`config.mk`:
```
export PLATFORM = sky130hd
export DESIGN_NAME = irq_ctrl
export DESIGN_NICKNAME = d
export VERILOG_FILES = /design/src/rtl/irq_ctrl.sv
export SDC_FILE = /design/constraint.sdc
export NUM_CORES = 1
export LEC_CHECK = 0
export BUFFER_PORTS_ARGS = -buffer_cell sky130_fd_sc_hd__buf_4
export CAP_MARGIN = 20
export CORE_UTILIZATION = 45
export DETAILED_ROUTE_END_ITERATION = 8
export PLACE_DENSITY = 0.77
export SLEW_MARGIN = 10
export SYNTH_ARGS = -nofsm -noshare
export SYNTH_HDL_FRONTEND = slang
export SYNTH_SLANG_ARGS = --single-unit
```
`constraint.sdc`:
```
create_clock -name clk -period 1.7 [get_ports clk]
set_input_delay 0.085 -clock clk [delete_from_list [all_inputs] [get_ports clk]]
set_output_delay 0.085 -clock clk [all_outputs]
set_load 0.01 [all_outputs]
```
`src/rtl/irq_ctrl.sv`:
```
// Interrupt controller: synchronises raw sources, latches edge- or level-mode
// pending bits, masks them toward the CPU and exposes MASK/MODE/PEND/ID registers.
module irq_ctrl #(
  parameter int NSRC = 6
) (
  input  logic            clk,
  input  logic            reset,
  input  logic [NSRC-1:0] src,
  input  logic            sel,
  input  logic            we,
  input  logic [1:0]      addr,
  input  logic [31:0]     wdata,
  output logic [31:0]     rdata,
  input  logic            ack,
  input  logic [2:0]      ack_id,
  output logic [NSRC-1:0] hwint,
  output logic            irq
);

  localparam logic [1:0] A_MASK = 2'd0;
  localparam logic [1:0] A_MODE = 2'd1;
  localparam logic [1:0] A_PEND = 2'd2;
  localparam logic [1:0] A_ID   = 2'd3;

  logic [NSRC-1:0] s1, s2, s3;
  logic [NSRC-1:0] pend, mask, mode;
  logic [NSRC-1:0] edge_set, ack_clr, wr_clr, mode_chg, pend_nx;
  logic            wr_mask, wr_mode, wr_pend;
  logic [2:0]      id;
  logic            unused_wdata;

  // Lowest index wins, so scan from the top and let lower hits overwrite.
  function automatic logic [2:0] lowest_set(input logic [NSRC-1:0] v);
    logic [2:0] r;
    r = '0;
    for (int i = NSRC - 1; i >= 0; i--)
      if (v[i]) r = 3'(i);
    return r;
  endfunction

  assign unused_wdata = ^wdata[31:NSRC];

  // Synchroniser stage: s1/s2 resolve metastability, s3 remembers s2 for edge detect
  always_ff @(posedge clk or negedge reset) begin
    if (!reset) begin
      s1 <= '0;
      s2 <= '0;
      s3 <= '0;
    end else begin
      s1 <= src;
      s2 <= s1;
      s3 <= s2;
    end
  end

  // Pending stage: set beats clear so an edge coinciding with a clear is not lost
  always_comb begin
    wr_mask  = sel && we && (addr == A_MASK);
    wr_mode  = sel && we && (addr == A_MODE);
    wr_pend  = sel && we && (addr == A_PEND);
    edge_set = mode & s2 & ~s3;
    wr_clr   = wr_pend ? wdata[NSRC-1:0] : '0;
    mode_chg = wr_mode ? (wdata[NSRC-1:0] ^ mode) : '0;
    ack_clr  = '0;
    for (int i = 0; i < NSRC; i++)
      if (ack && (int'(ack_id) == i)) ack_clr[i] = 1'b1;
    pend_nx  = ((mode & (edge_set | (pend & ~(ack_clr | wr_clr)))) | (~mode & s2))
               & ~mode_chg;
  end

  always_ff @(posedge clk or negedge reset) begin
    if (!reset) begin
      pend <= '0;
      mask <= '0;
      mode <= '0;
    end else begin
      pend <= pend_nx;
      if (wr_mask) mask <= wdata[NSRC-1:0];
      if (wr_mode) mode <= wdata[NSRC-1:0];
    end
  end

  // Output stage: combinational mask, priority encode and register read mux
  assign hwint = pend & mask;
  assign irq   = |hwint;
  assign id    = lowest_set(hwint);

  always_comb begin
    rdata = '0;
    if (sel) begin
      case (addr)
        A_MASK:  rdata[NSRC-1:0] = mask;
        A_MODE:  rdata[NSRC-1:0] = mode;
        A_PEND:  rdata[NSRC-1:0] = pend;
        A_ID:    rdata = {irq, 28'b0, id};
        default: rdata = '0;
      endcase
    end
  end

endmodule
```
After elaboration in Yosys (flattened, before gate mapping)
Index checks and enable logic that the tools add are counted.
- flip-flop bits (word level): 36
- bits of input ports: 48
- output and inout port bits: 39
- logic and storage cells: 59
- eq/ne operators: 8
- mux-type cells: 17
- bitwise logic cells: 15
- reductions and logical operators: 13
- operators by type and width (kind ; count):
    $and 6x6->6 ; 7
    $mux 32 ; 1
    $mux 26 ; 1
    $not 6->6 ; 4
    $pmux 6 s4 ; 1
    $mux 3 ; 6
    $or 6x6->6 ; 3
    $eq 3x3->1 const B ; 4
    $mux 6 ; 2
    $logic_and 1x1->1 ; 10
    $mux 1 ; 6
    $reduce_or 6->1 ; 1
    $xor 6x6->6 ; 1
    $eq 2x2->1 const B ; 2
    $eq 3x2->1 const B ; 1
    $logic_not 3->1 ; 1
    $eq 2x1->1 const B ; 1
    $logic_not 2->1 ; 1

Depth between registers and ports, before layout
Gate-level depths: netlist (run 1).
- depth after elaboration: 10
- gate-level depth with buffers: 6
- gate-level depth less buffers: 4

Worst setup path after synthesis (run 1)
No wires, ideal clock.
- path kind: reg2out
- start point: reg mask[0]
- end point: out rdata[1]
- arrival: 1290 ps
- required time: 1615 ps
- path slack: 325 ps
- cell stages (with the launch flop): 4
- buffers on the path: 0
- cell sequence: dfrtp_1 and2_1 or4_1 a21oi_1
- cells in the longest elaborated chain, start to end: 4
- RTL lines (element ; RTL line ; source):
    start: declaration ; 26 ; logic [NSRC-1:0] pend, mask, mode;
    start signal: assignment ; 78 ; if (wr_mask) mask <= wdata[NSRC-1:0];
    $and 6x6->6 ; 84 ; assign hwint = pend & mask;
    via hwint[0] ; 16 ; output logic [NSRC-1:0] hwint,
    $mux 3 ; 37 ; if (v[i]) r = 3'(i);
    $pmux 6 s4 ; 91 ; case (addr)
    $mux 32 ; 90 ; if (sel) begin
    end: declaration ; 13 ; output logic [31:0] rdata,
The timed path passes the listed nets, and every way through them passes these cells.

Final worst setup path (run 1)
- start point: reg pend[2]
- end point: out rdata[1]
- cells in the longest elaborated chain, start to end: 6
- RTL lines (element ; RTL line ; source):
    start: declaration ; 26 ;
    start signal: assignment ; 77 ; pend <= pend_nx;
    $and 6x6->6 ; 84 ;
    $mux 3 (3 in a row) ; 37 ;
    $pmux 6 s4 ; 91 ;
    $mux 32 ; 90 ;
Every way passes these cells.

==> flow_summary.html, run 1 <==
<table>
<tr><th>Metric</th><th>Value</th></tr>
<tr><th colspan="2">Setup path</th></tr>
<tr><td>Arr. time, crit path</td><td>1.64 ns</td></tr>
<tr><td>Crit path max fanout</td><td>3</td></tr>
<tr><td>Critical Path Max Stage Delay</td><td>0.43 ns</td></tr>
<tr><td>Type of the setup path with the least slack</td><td>reg2out</td></tr>
<tr><td>Kind of cell adding the most delay to the critical path</td><td>simple AND/OR/NAND/NOR gates</td></tr>
<tr><td>Master of the slowest instance on the critical path</td><td>or4_4</td></tr>
<tr><td>Cell Chain, Critical Path</td><td>and2_4, nor2_1, or4_4, a21oi_2, buf_4</td></tr>
<tr><td>CP Launch Point</td><td>pend[2]$_DFF_PN0_</td></tr>
<tr><td>Startpoint type of the worst setup path</td><td>flip-flop</td></tr>
<tr><td>Number of buffer and inverter stages on the critical path</td><td>1</td></tr>
<tr><td>Worst r2r src</td><td>mode[3]$_DFFE_PN0P_</td></tr>
<tr><td>Endpoint kind of the worst setup timing path</td><td>output pin</td></tr>
<tr><td>Required @ worst endpoint</td><td>1.62 ns</td></tr>
<tr><th colspan="2">Timing</th></tr>
<tr><td>Final number of hold-violating endpoints</td><td>0</td></tr>
<tr><td>PnR worst setup slack</td><td>-0.02017 ns</td></tr>
<tr><td>Skew final</td><td>0.005571 ns</td></tr>
<tr><td>Max-slew violation count</td><td>0</td></tr>
<tr><td>Final Setup Violations</td><td>1</td></tr>
<tr><td>Total negative slack for setup checks</td><td>-0.02017 ns</td></tr>
<tr><td>Shortest clock period the worst path allows after layout</td><td>1.720 ns</td></tr>
<tr><td>Share of the clock period used by the worst path after layout</td><td>1.012</td></tr>
<tr><td>Unrepaired setup endpoints after global routing</td><td>true</td></tr>
<tr><td>Fmax</td><td>581.3 MHz</td></tr>
<tr><th colspan="2">Power and ir drop</th></tr>
<tr><td>Static leakage</td><td>1.121 nW</td></tr>
<tr><td>Power density over cell area</td><td>967.2 nW/um2</td></tr>
<tr><td>VDD IR-drop max</td><td>0.6416 mV</td></tr>
<tr><th colspan="2">Job</th></tr>
<tr><td>Number of max-cap violations</td><td>0</td></tr>
<tr><th colspan="2">Clocking</th></tr>
<tr><td>H-tree depth</td><td>2</td></tr>
<tr><td>Number of buffers created by CTS</td><td>5</td></tr>
<tr><td>Reg clk slew, reported paths</td><td>0.06 ns</td></tr>
<tr><td>Clock Latency Late Sink</td><td>0.28 ns</td></tr>
<tr><td>TritonCTS clock tree</td><td>yes</td></tr>
<tr><td>Max clock buf depth</td><td>2</td></tr>
<tr><td>Clock sink count</td><td>36</td></tr>
<tr><td>Root buf cell</td><td>clkbuf_8</td></tr>
<tr><th colspan="2">Yosys</th></tr>
<tr><td>Synth Instances</td><td>172</td></tr>
<tr><td>Largest cells by area after synthesis</td><td>dfrtp_1 48%, buf_4 10%, mux2_2 7.2%, and2_1 2.7%, a21oi_1 2.1%</td></tr>
<tr><td>Post-synthesis share of cell area spent on xor and xnor gates</td><td>0</td></tr>
<tr><td>Most used standard cell by instance count after synthesis</td><td>dfrtp_1</td></tr>
<tr><td>Distinct cell type count of the synthesized netlist</td><td>37</td></tr>
<tr><td>Proportion of synthesized area in mux cells</td><td>0.08818</td></tr>
<tr><td>Async set-reset flop share out of synthesis</td><td>1.000</td></tr>
<tr><td>Simple-gate share of the synthesized area</td><td>0.1182</td></tr>
<tr><td>Largest area contributor in the netlist</td><td>dfrtp_1</td></tr>
<tr><td>Seq/Total Area, Yosys</td><td>0.4810</td></tr>
<tr><td>Ys flop type</td><td>dfrtp_1</td></tr>
<tr><td>Main combinational cell family by area after synthesis</td><td>compound AO/OA/AOI/OAI gates</td></tr>
<tr><td>Post-synth EDFFs</td><td>0</td></tr>
<tr><td>Synthesized area per cell</td><td>10.89 um2</td></tr>
<tr><td>Compound-gate portion of the synthesized area</td><td>0.1643</td></tr>
<tr><td>Post-synthesis adder-cell area fraction</td><td>0</td></tr>
<tr><td>Post-synthesis cell area</td><td>1873 um2</td></tr>
<tr><td>Number of synthesized register bits</td><td>36</td></tr>
<tr><td>Count of yosys warnings during synthesis</td><td>0</td></tr>
<tr><td>Top cells by instance count after synthesis</td><td>36 x dfrtp_1, 26 x buf_4, 12 x mux2_2, 10 x nand2_1, 9 x inv_1</td></tr>
<tr><td>Fraction of synthesized cell area taken by the top area cell type</td><td>0.4810</td></tr>
<tr><th colspan="2">Placed design</th></tr>
<tr><td>Detailed placement HPWL</td><td>2435 um</td></tr>
<tr><td>Setup Slack @ Placement</td><td>0.1894 ns</td></tr>
<tr><td>Number of buffers added on ports</td><td>35</td></tr>
<tr><td>Placer Congestion</td><td>0.9056</td></tr>
<tr><td>Placed cell area</td><td>2054 um2</td></tr>
<tr><th colspan="2">Cells and area</th></tr>
<tr><td>Fraction of layout cells with a size suffix above 1</td><td>0.3605</td></tr>
<tr><td>Antenna diodes</td><td>0</td></tr>
<tr><td>Syn-to-layout area delta</td><td>28.12%</td></tr>
<tr><td>Final Net Count</td><td>281</td></tr>
<tr><td>Final standard cell area without fillers</td><td>2400 um2</td></tr>
<tr><th colspan="2">Floorplanning</th></tr>
<tr><td>Initial cell density of the core</td><td>0.4683</td></tr>
<tr><td>Placement Rows</td><td>23</td></tr>
<tr><td>Die outline area</td><td>4424 um2</td></tr>
<tr><td>Horiz. Die Dim</td><td>66.52 um</td></tr>
<tr><td>Number of top-level pins</td><td>87</td></tr>
<tr><td>Area of the core</td><td>4000 um2</td></tr>
<tr><td>Vertical die dimension</td><td>66.52 um</td></tr>
<tr><th colspan="2">Drt</th></tr>
<tr><td>Number of vias per cell</td><td>5.131</td></tr>
<tr><td>Wirelength per Cell</td><td>13.51 um</td></tr>
<tr><td>Number of DRC markers in iteration 0</td><td>105</td></tr>
<tr><td>First-pass DRT Iterations</td><td>6</td></tr>
<tr><td>ANT nets after route</td><td>0</td></tr>
<tr><td>Number of design rule violations left after detail routing</td><td>2</td></tr>
<tr><td>Total number of vias</td><td>1452</td></tr>
<tr><td>Total wire length after detailed routing</td><td>3822 um</td></tr>
<tr><th colspan="2">GRT</th></tr>
<tr><td>Overflow left after global routing</td><td>0</td></tr>
<tr><td>First-pass GRT wire length</td><td>6051 um</td></tr>
<tr><td>Total global-route track usage</td><td>0.1898</td></tr>
<tr><td>Pin count of the biggest net entering global routing</td><td>37</td></tr>
<tr><td>Initial antenna violation count</td><td>0</td></tr>
<tr><td>Via count of the first global-routing pass</td><td>1286</td></tr>
<tr><th colspan="2">Min path</th></tr>
<tr><td>Hold Crit Class</td><td>in2async</td></tr>
<tr><th colspan="2">Run status</th></tr>
<tr><td>Run status</td><td>finished with violations</td></tr>
<tr><td>Violations in the final reports</td><td>DRC, setup timing</td></tr>
</table>
metal layers:
layer  global-route usage  up-vias  wire [um]
met5                    0        -          0
met4              0.06383        0         40
met3              0.05993        4        201
met2               0.3125       50       1918
met1               0.2350      711       1663
li1                     -      687          -
area by class of cell:
cell class | count | area, um2
clock buffers | 6 | 72.57
clock inverters | 1 | 5.005
fillers | 361 | 1600
inverters | 10 | 40.04
multi-input cells | 120 | 835.8
flip-flops and latches | 36 | 900.9
well taps | 50 | 62.56
repair buffers | 60 | 483.0
stage by stage:
stage | hold slack, ns | power, W | std cells | util
finish | 0.2754 | 0.002321 | 283 | 0.5999
global route | 0.3166 | 0.002462 | 283 | 0.5999
CTS | 0.2713 | 0.002277 | 280 | 0.5877
floorplan | -0.2106 | 0.001432 | 196 | -
detailed placement | 0.06755 | 0.001604 | 251 | 0.5136
global placement | 0.06540 | 0.001587 | 251 | 0.5136
cells in the final DEF, fill, tap and decap left out, types with 5 or more instances in the layout:
| cell | n |
|---|---|
| nand2_1 | 9 |
| o22ai_1 | 5 |
| conb_1 | 25 |
| buf_4 | 47 |
| clkbuf_8 | 5 |
| a21oi_1 | 6 |
| dfrtp_1 | 36 |
| a21boi_0 | 5 |
| inv_1 | 8 |
| mux2_2 | 12 |
| o21ai_0 | 6 |
| dlygate4sd3_1 | 13 |
worst reg2reg max path: stages, from the launching register on:
cell and delay (ns):
dfrtp_1 0.43, a21boi_0 0.27, o22ai_1 0.13, a211oi_1 0.23
flip-flops by register name, summed over array words and instances (netlist names):
name / flops
mode: 6
s3: 6
s1: 6
mask: 6
pend: 6
s2: 6
repair_timing:
action / CTS / global route
setup endpoints to repair: 2 / 3
pin swaps: 4 / 5
setup buffers: 9 / 3
gates resized for setup: 6 / 7
hold buffers: 13 / 0
hold endpoints to repair: 48 / 0
cell families (layout without fill, tap and decap cells):
kind of cell,after synthesis,in the layout
compound gates,43,43
buf+inv,40,77
simple gates,37,37
flops,36,36
mux,15,15
other cells,1,25
worst paths after layout:
check	slack, ns	endpoint	cells after the start
setup / recovery	-0.02	rdata[1]	5
hold reg to reg	0.34	s2[3]$_DFF_PN0_	0
hold / removal	0.28	s1[0]$_DFF_PN0_	2
min in group clk	0.28	pend[2]$_DFF_PN0_	4
max in group asynchronous	1.10	s1[3]$_DFF_PN0_	2
setup reg to reg	0.56	pend[3]$_DFF_PN0_	3
power breakdown:
group	internal, W	switching [W]	total [W]
Combinational	0.000379	0.000314	0.000693
Sequential	0.000969	0.000108	0.00108
Clock	0.000278	0.000273	0.000550
Power figures use the tool's default switching activity.
==> run 2, diff against run 1 <==
--- a/config.mk
+++ b/config.mk
@@ -9,6 +9,7 @@
 export CAP_MARGIN = 20
 export CORE_UTILIZATION = 45
 export DETAILED_ROUTE_END_ITERATION = 8
+export GPL_TIMING_DRIVEN = 0
 export PLACE_DENSITY = 0.77
 export SLEW_MARGIN = 10
 export SYNTH_ARGS = -nofsm -noshare
==> run 2 against run 1 <==
Effect of this change: power grew 6.0%; via count grew 7.4%; count of clock-buffer cells in the layout grew 2; global-route usage grew 1.0 points; cell area grew 11%; the flow still finishes with violations (DRC, setup timing); highest routed layer unchanged; critical path type unchanged; first-iteration DRC count grew 36%; sequential share of layout area shrank 3.8 points.
==> flow_summary.html, run 2 (same netlist as run 1, synthesis figures left out) <==
<table>
<tr><th>Metric</th><th>Value</th></tr>
<tr><th colspan="2">Run status</th></tr>
<tr><td>Run status</td><td>finished with violations</td></tr>
<tr><td>Violations in the final reports</td><td>DRC, setup timing</td></tr>
<tr><th colspan="2">Cells and area</th></tr>
<tr><td>Commonest non-fill, non-tap cells in the layout</td><td>73 x buf_4, 36 x dfrtp_1, 25 x conb_1</td></tr>
<tr><td>Share of the core filled with cells</td><td>0.6678 (+0.06788)</td></tr>
<tr><td>Antenna diodes</td><td>0 (unchanged)</td></tr>
<tr><td>Most common cell after layout, fill and taps aside</td><td>buf_4</td></tr>
<tr><td>Fraction of layout cells with a size suffix above 1</td><td>0.4474 (+0.08685)</td></tr>
<tr><td>Final instance count without filler cells</td><td>316 (+12%)</td></tr>
<tr><td>Syn-to-layout area delta</td><td>42.62%</td></tr>
<tr><td>Final Net Count</td><td>313 (+11%)</td></tr>
<tr><td>Number of filler cells placed in the layout</td><td>321 (-11%)</td></tr>
<tr><th colspan="2">GRT</th></tr>
<tr><td>Total global-route track usage</td><td>0.1999 (+0.01010)</td></tr>
<tr><td>Via count of the first global-routing pass</td><td>1439 (+12%)</td></tr>
<tr><td>Overflow left after global routing</td><td>0 (unchanged)</td></tr>
<tr><td>First-pass GRT wire length</td><td>6396 um (+5.7%)</td></tr>
<tr><td>Pin count of the biggest net entering global routing</td><td>37 (unchanged)</td></tr>
<tr><td>Initial antenna violation count</td><td>0 (unchanged)</td></tr>
<tr><th colspan="2">Setup path</th></tr>
<tr><td>Arr. time, crit path</td><td>1.67 ns (+0.03 ns)</td></tr>
<tr><td>Crit path max fanout</td><td>5 (+2)</td></tr>
<tr><td>Startpoint type of the worst setup path</td><td>flip-flop</td></tr>
<tr><td>Required @ worst endpoint</td><td>1.62 ns (about the same)</td></tr>
<tr><td>Type of the setup path with the least slack</td><td>reg2out</td></tr>
<tr><td>Endpoint kind of the worst setup timing path</td><td>output pin</td></tr>
<tr><th colspan="2">Floorplanning</th></tr>
<tr><td>Area of the core</td><td>4000 um2 (unchanged)</td></tr>
<tr><td>Initial cell density of the core</td><td>0.4683 (unchanged)</td></tr>
<tr><td>Number of top-level pins</td><td>87 (unchanged)</td></tr>
<tr><td>Vertical die dimension</td><td>66.52 um (unchanged)</td></tr>
<tr><td>Horiz. Die Dim</td><td>66.52 um (unchanged)</td></tr>
<tr><td>Die outline area</td><td>4424 um2 (unchanged)</td></tr>
<tr><td>Placement Rows</td><td>23 (unchanged)</td></tr>
<tr><th colspan="2">Power and ir drop</th></tr>
<tr><td>Relative contribution of sequential cells to total power</td><td>0.440 (-0.024)</td></tr>
<tr><td>Switching share of total power</td><td>0.2922 (-0.007103)</td></tr>
<tr><td>Static leakage</td><td>1.301 nW (+16%)</td></tr>
<tr><td>Share of total power in combinational logic</td><td>0.313 (+0.014)</td></tr>
<tr><td>Net switching power</td><td>0.0007186 W (+3.5%)</td></tr>
<tr><td>Internal cell power</td><td>0.001741 W (+7.0%)</td></tr>
<tr><td>Proportion of power drawn by the clock network</td><td>0.248 (+0.011)</td></tr>
<tr><td>Power density over cell area</td><td>920.8 nW/um2 (-4.8%)</td></tr>
<tr><td>VDD IR-drop max</td><td>0.6783 mV (+5.7%)</td></tr>
<tr><th colspan="2">Timing</th></tr>
<tr><td>Final number of hold-violating endpoints</td><td>0 (unchanged)</td></tr>
<tr><td>Shortest clock period the worst path allows after layout</td><td>1.756 ns (+0.03566 ns)</td></tr>
<tr><td>Total negative slack for setup checks</td><td>-0.05582 ns (-0.03566 ns)</td></tr>
<tr><td>Share of the clock period used by the worst path after layout</td><td>1.033 (+0.02098)</td></tr>
<tr><td>Worst slack on hold paths</td><td>0.2600 ns (-0.01539 ns)</td></tr>
<tr><td>Max-slew violation count</td><td>0 (unchanged)</td></tr>
<tr><td>Final Setup Violations</td><td>1 (unchanged)</td></tr>
<tr><td>Skew final</td><td>0.002492 ns (-0.003080 ns)</td></tr>
<tr><td>Unrepaired setup endpoints after global routing</td><td>true</td></tr>
<tr><td>Fmax</td><td>569.5 MHz (-2.0%)</td></tr>
<tr><td>PnR worst setup slack</td><td>-0.05582 ns (-0.03566 ns)</td></tr>
<tr><th colspan="2">Placed design</th></tr>
<tr><td>Number of buffers added on ports</td><td>34 (-2.9%)</td></tr>
<tr><td>Placer Congestion</td><td>0.8124 (-10%)</td></tr>
<tr><td>Placed cell count</td><td>280 (+12%)</td></tr>
<tr><td>Detailed placement HPWL</td><td>2593 um (+6.5%)</td></tr>
<tr><th colspan="2">Clocking</th></tr>
<tr><td>Clock sink count</td><td>36 (unchanged)</td></tr>
<tr><td>Max clock buf depth</td><td>2 (unchanged)</td></tr>
<tr><td>H-tree depth</td><td>2 (unchanged)</td></tr>
<tr><td>Reg clk slew, reported paths</td><td>0.07 ns (about the same)</td></tr>
<tr><td>TritonCTS clock tree</td><td>yes</td></tr>
<tr><td>Clock Latency Late Sink</td><td>0.28 ns (about the same)</td></tr>
<tr><td>Number of buffers created by CTS</td><td>5 (unchanged)</td></tr>
<tr><td>Root buf cell</td><td>clkbuf_8</td></tr>
<tr><th colspan="2">Min path</th></tr>
<tr><td>Hold Crit Class</td><td>in2reg</td></tr>
<tr><th colspan="2">Drt</th></tr>
<tr><td>ANT nets after route</td><td>0 (unchanged)</td></tr>
<tr><td>Highest routing layer actually used</td><td>met4</td></tr>
<tr><td>First-pass DRT Iterations</td><td>6 (unchanged)</td></tr>
<tr><td>Total number of vias</td><td>1559 (+7.4%)</td></tr>
<tr><td>Met3 routed WL</td><td>254 um (+26%)</td></tr>
<tr><td>Number of design rule violations left after detail routing</td><td>2 (unchanged)</td></tr>
<tr><td>Wirelength per Cell</td><td>12.87 um (-4.7%)</td></tr>
<tr><td>Total wire length after detailed routing</td><td>4067 um (+6.4%)</td></tr>
<tr><td>Met2 WL</td><td>2002 um (+4.4%)</td></tr>
<tr><td>Number of vias per cell</td><td>4.934 (-3.8%)</td></tr>
<tr><td>Sum of routed wire segments on met1</td><td>1740 um (+4.6%)</td></tr>
<tr><td>Number of DRC markers in iteration 0</td><td>143 (+36%)</td></tr>
<tr><th colspan="2">Job</th></tr>
<tr><td>Number of max-cap violations</td><td>0 (unchanged)</td></tr>
</table>
## run 2: changes by cell type in the layout (fill, tap and decap cells not counted), sizes merged
cell,delta
buf,+32
clkbuf,+2
clkinv,-1
## run 2: critical path, cell delays in order, from the launching register on
cell     delay (ns)
dfrtp_1        0.44
nand2_2        0.11
inv_2          0.04
or4_4          0.51
a21oi_2        0.15
buf_4          0.13
## run 2: layout make-up
type                       count  area [um2]  share of cell area
clock buffer                   8       90.09             0.03372
timing repair buffer          62       505.5              0.1892
tap                           50       62.56             0.02342
inverter                      10       40.04             0.01499
buffer                        30       234.0             0.08759
sequential                    36       900.9              0.3372
multi-input combinational    120       838.3              0.3138
## run 2: timing repair
item | in CTS | in global routing
gates cloned | 0 | 0
buffers inserted | 14 | 1
hold buffers | 13 | 0
resized for setup | 5 | 12
hold endpoints to repair | 48 | 0
setup endpoints to repair | 2 | 4
pin swaps | 6 | 3
## run 2: routing by layer
metal | vias up | GRT usage
li1 | 751 | -
met5 | - | 0
met4 | 0 | 0.08777
met3 | 6 | 0.05137
met1 | 743 | 0.2442
met2 | 59 | 0.3316
## run 2: per-stage QoR
stage	setup slack, ns	instance area (um2)	power, W
2_1_floorplan	0.3253	1963	0.001432
3_5_place_dp	0.2062	2281	0.001656
3_3_place_gp	0.2047	2281	0.001637
5_1_grt	-0.1019	2671	0.002605
4_1_cts	-0.01716	2623	0.002419
6_report	-0.05582	2671	0.002460
## run 2: power groups by stage
stage / clock network [W] / logic (W) / registers, W
4_1_cts: 0.000634 / 0.000714 / 0.00107
3_3_place_gp: 0 / 0.000549 / 0.00109
6_report: 0.000609 / 0.000769 / 0.00108
5_1_grt: 0.000671 / 0.000840 / 0.00109
3_5_place_dp: 0 / 0.000561 / 0.00109
2_1_floorplan: 0 / 0.000373 / 0.00106
## run 2: final timing paths
kind                                           from  cells after the start                   to  slack (ns)
worst max-delay path              pend[1]$_DFF_PN0_                      5             rdata[1]       -0.06
min in group asynchronous                     reset                      2  mask[1]$_DFFE_PN0P_        0.29
worst max register to register  mode[5]$_DFFE_PN0P_                      3    pend[5]$_DFF_PN0_        0.51
worst min register to register      s1[1]$_DFF_PN0_                      0      s2[1]$_DFF_PN0_        0.35
max in group asynchronous                     reset                      2  mask[3]$_DFFE_PN0P_        1.09
worst min-delay path                             we                      3  mode[1]$_DFFE_PN0P_        0.26
==> run 3, diff against run 2 <==
--- a/config.mk
+++ b/config.mk
@@ -5,12 +5,14 @@
 export SDC_FILE = /design/constraint.sdc
 export NUM_CORES = 1
 export LEC_CHECK = 0
+export ABC_CLOCK_PERIOD_IN_PS = 1700
 export BUFFER_PORTS_ARGS = -buffer_cell sky130_fd_sc_hd__buf_4
 export CAP_MARGIN = 20
 export CORE_UTILIZATION = 45
 export DETAILED_ROUTE_END_ITERATION = 8
 export GPL_TIMING_DRIVEN = 0
 export PLACE_DENSITY = 0.77
+export SETUP_SLACK_MARGIN = 0.1
 export SLEW_MARGIN = 10
 export SYNTH_ARGS = -nofsm -noshare
 export SYNTH_HDL_FRONTEND = slang
==> run 3 against run 2 <==
Effect of this change: the flow still finishes with violations (DRC, setup timing); count of clock-buffer cells in the layout is the same; first-iteration DRC count grew 1.4%; fmax grew 0.50%; routed wire length shrank 0.49%; global-route usage grew 0.15 points; die area is the same.
==> flow_summary.html, run 3 (same netlist as run 1, synthesis figures left out) <==
<table>
<tr><th>Metric</th><th>Value</th></tr>
<tr><th colspan="2">Drt</th></tr>
<tr><td>Wirelength per Cell</td><td>12.81 um (-0.49%)</td></tr>
<tr><td>First-pass DRT Iterations</td><td>6 (unchanged)</td></tr>
<tr><td>ANT nets after route</td><td>0 (unchanged)</td></tr>
<tr><td>Total number of vias</td><td>1555 (-0.26%)</td></tr>
<tr><td>Total wire length after detailed routing</td><td>4047 um (-0.49%)</td></tr>
<tr><td>Number of design rule violations left after detail routing</td><td>2 (unchanged)</td></tr>
<tr><td>Number of vias per cell</td><td>4.921 (-0.26%)</td></tr>
<tr><td>Number of DRC markers in iteration 0</td><td>145 (+1.4%)</td></tr>
<tr><th colspan="2">Min path</th></tr>
<tr><td>Hold Crit Class</td><td>in2reg</td></tr>
<tr><th colspan="2">Placed design</th></tr>
<tr><td>Detailed placement HPWL</td><td>2593 um (unchanged)</td></tr>
<tr><td>Placed cell area</td><td>2281 um2 (unchanged)</td></tr>
<tr><td>Placer Congestion</td><td>0.8124 (unchanged)</td></tr>
<tr><td>Number of buffers added on ports</td><td>34 (unchanged)</td></tr>
<tr><th colspan="2">GRT</th></tr>
<tr><td>Met1 Use GR</td><td>0.2442 (unchanged)</td></tr>
<tr><td>Initial antenna violation count</td><td>0 (unchanged)</td></tr>
<tr><td>Overflow left after global routing</td><td>0 (unchanged)</td></tr>
<tr><td>GRT met3 Usage</td><td>0.05308 (+0.001712)</td></tr>
<tr><td>Peak-usage layer in the global routing report</td><td>met2</td></tr>
<tr><td>Met2 routing resource usage after global routing</td><td>0.3342 (+0.002551)</td></tr>
<tr><td>Pin count of the biggest net entering global routing</td><td>37 (unchanged)</td></tr>
<tr><td>Total global-route track usage</td><td>0.2013 (+0.001472)</td></tr>
<tr><td>Via count of the first global-routing pass</td><td>1452 (+0.90%)</td></tr>
<tr><td>First-pass GRT wire length</td><td>6451 um (+0.86%)</td></tr>
<tr><th colspan="2">Power and ir drop</th></tr>
<tr><td>Proportion of power drawn by the clock network</td><td>0.246 (-0.002)</td></tr>
<tr><td>VDD IR-drop max</td><td>0.6788 mV (about the same)</td></tr>
<tr><td>Share of total power in combinational logic</td><td>0.315 (+0.002)</td></tr>
<tr><td>Static leakage</td><td>1.304 nW (+0.23%)</td></tr>
<tr><td>Relative contribution of sequential cells to total power</td><td>0.439 (about the same)</td></tr>
<tr><td>Net switching power</td><td>0.0007175 W (-0.16%)</td></tr>
<tr><td>Switching share of total power</td><td>0.2909 (-0.001291)</td></tr>
<tr><td>Internal cell power</td><td>0.001749 W (+0.47%)</td></tr>
<tr><td>Power density over cell area</td><td>919.5 nW/um2 (-0.14%)</td></tr>
<tr><th colspan="2">Setup path</th></tr>
<tr><td>Arr. time, crit path</td><td>1.66 ns (about the same)</td></tr>
<tr><td>Required @ worst endpoint</td><td>1.62 ns (about the same)</td></tr>
<tr><td>Type of the setup path with the least slack</td><td>reg2out</td></tr>
<tr><td>Endpoint kind of the worst setup timing path</td><td>output pin</td></tr>
<tr><td>Startpoint type of the worst setup path</td><td>flip-flop</td></tr>
<tr><td>Crit path max fanout</td><td>5 (unchanged)</td></tr>
<tr><th colspan="2">Cells and area</th></tr>
<tr><td>Number of filler cells placed in the layout</td><td>319 (-0.62%)</td></tr>
<tr><td>Commonest non-fill, non-tap cells in the layout</td><td>70 x buf_4, 36 x dfrtp_1, 25 x conb_1</td></tr>
<tr><td>Share of the core filled with cells</td><td>0.6706 (+0.002815)</td></tr>
<tr><td>Most common cell after layout, fill and taps aside</td><td>buf_4</td></tr>
<tr><td>Final Net Count</td><td>313 (unchanged)</td></tr>
<tr><td>Final standard cell area without fillers</td><td>2683 um2 (+0.42%)</td></tr>
<tr><td>Fraction of layout cells with a size suffix above 1</td><td>0.4474 (unchanged)</td></tr>
<tr><td>Antenna diodes</td><td>0 (unchanged)</td></tr>
<tr><td>Syn-to-layout area delta</td><td>43.22%</td></tr>
<tr><th colspan="2">Clocking</th></tr>
<tr><td>H-tree depth</td><td>2 (unchanged)</td></tr>
<tr><td>Clock sink count</td><td>36 (unchanged)</td></tr>
<tr><td>Clock Latency Late Sink</td><td>0.28 ns (about the same)</td></tr>
<tr><td>TritonCTS clock tree</td><td>yes</td></tr>
<tr><td>Root buf cell</td><td>clkbuf_8</td></tr>
<tr><td>Number of buffers created by CTS</td><td>5 (unchanged)</td></tr>
<tr><td>Max clock buf depth</td><td>2 (unchanged)</td></tr>
<tr><td>Reg clk slew, reported paths</td><td>0.07 ns (about the same)</td></tr>
<tr><th colspan="2">Timing</th></tr>
<tr><td>Share of the clock period used by the worst path after layout</td><td>1.028 (-0.005174)</td></tr>
<tr><td>Max-slew violation count</td><td>0 (unchanged)</td></tr>
<tr><td>Fmax</td><td>572.4 MHz (+0.50%)</td></tr>
<tr><td>Unrepaired setup endpoints after global routing</td><td>true</td></tr>
<tr><td>Skew final</td><td>0.001929 ns (-0.0005630 ns)</td></tr>
<tr><td>PnR worst setup slack</td><td>-0.04703 ns (+0.008796 ns)</td></tr>
<tr><td>Final number of hold-violating endpoints</td><td>0 (unchanged)</td></tr>
<tr><td>Shortest clock period the worst path allows after layout</td><td>1.747 ns (-0.008796 ns)</td></tr>
<tr><td>Final Setup Violations</td><td>1 (unchanged)</td></tr>
<tr><th colspan="2">Job</th></tr>
<tr><td>Number of max-cap violations</td><td>0 (unchanged)</td></tr>
<tr><th colspan="2">Floorplanning</th></tr>
<tr><td>Vertical die dimension</td><td>66.52 um (unchanged)</td></tr>
<tr><td>Initial cell density of the core</td><td>0.4683 (unchanged)</td></tr>
<tr><td>Number of top-level pins</td><td>87 (unchanged)</td></tr>
<tr><td>Placement Rows</td><td>23 (unchanged)</td></tr>
<tr><td>Horiz. Die Dim</td><td>66.52 um (unchanged)</td></tr>
<tr><td>Area of the core</td><td>4000 um2 (unchanged)</td></tr>
<tr><td>Die outline area</td><td>4424 um2 (unchanged)</td></tr>
<tr><th colspan="2">Run status</th></tr>
<tr><td>Violations in the final reports</td><td>DRC, setup timing</td></tr>
<tr><td>Run status</td><td>finished with violations</td></tr>
</table>
==> run 3: path summary, 6_finish.rpt <==
| kind | from | end | slack (ns) | cells after the start |
|---|---|---|---|---|
| min in group asynchronous | reset | s1[0]$_DFF_PN0_ | 0.29 | 2 |
| max in group asynchronous | reset | s1[3]$_DFF_PN0_ | 1.09 | 2 |
| hold / removal | we | mode[3]$_DFFE_PN0P_ | 0.26 | 3 |
| hold reg to reg | s1[3]$_DFF_PN0_ | s2[3]$_DFF_PN0_ | 0.35 | 0 |
| setup reg to reg | mode[5]$_DFFE_PN0P_ | pend[5]$_DFF_PN0_ | 0.51 | 3 |
| setup / recovery | pend[1]$_DFF_PN0_ | rdata[1] | -0.05 | 5 |
==> run 3: final cells by class <==
class                   count  area [um2]  share of cell area
inverters                  10       40.04             0.01493
multi-input cells         120       838.3              0.3125
clock buffers               8       90.09             0.03358
repair buffers             62       516.7              0.1926
well taps                  50       62.56             0.02332
flip-flops and latches     36       900.9              0.3358
plain buffers              30       234.0             0.08722
==> run 3: repair_timing <==
action	4_1_cts	5_1_grt
setup buffers	14	1
pin swaps	8	6
gates resized for setup	9	11
endpoints found under the hold margin	48	0
hold buffers	13	0
endpoints found under the setup margin	3	5
==> run 3: worst max-delay path, stage by stage (launching register included) <==
cell and delay (ns):
dfrtp_1 0.44, nand2_2 0.11, inv_2 0.04, or4_4 0.51, a21oi_2 0.14, buf_4 0.13
==> run 3: through the flow <==
step	TNS [ns]	hold WS, ns	std cells	total power [W]	setup WS, ns
final	-0.04703	0.2605	316	0.002467	-0.04703
after global routing	-0.1909	0.2678	316	0.002617	-0.1041
after CTS	-0.01716	0.2512	315	0.002433	-0.01716
after detailed placement	0	0.06800	280	0.001656	0.2062
after global placement	0	0.06480	280	0.001637	0.2047
after floorplan	0	-0.2106	196	0.001432	0.3253
==> run 3: power groups by stage <==
stage | sequential [W] | clock, W | combinational (W)
floorplan | 0.00106 | 0 | 0.000373
global placement | 0.00109 | 0 | 0.000549
detailed placement | 0.00109 | 0 | 0.000561
CTS | 0.00107 | 0.000634 | 0.000728
global route | 0.00110 | 0.000673 | 0.000849
finish | 0.00108 | 0.000608 | 0.000777
==> run 3: layer usage <==
layer	part of all wire	vias up
met5	0	-
met4	0.017	0
met3	0.061	6
met2	0.50	63
met1	0.42	740
li1	-	746
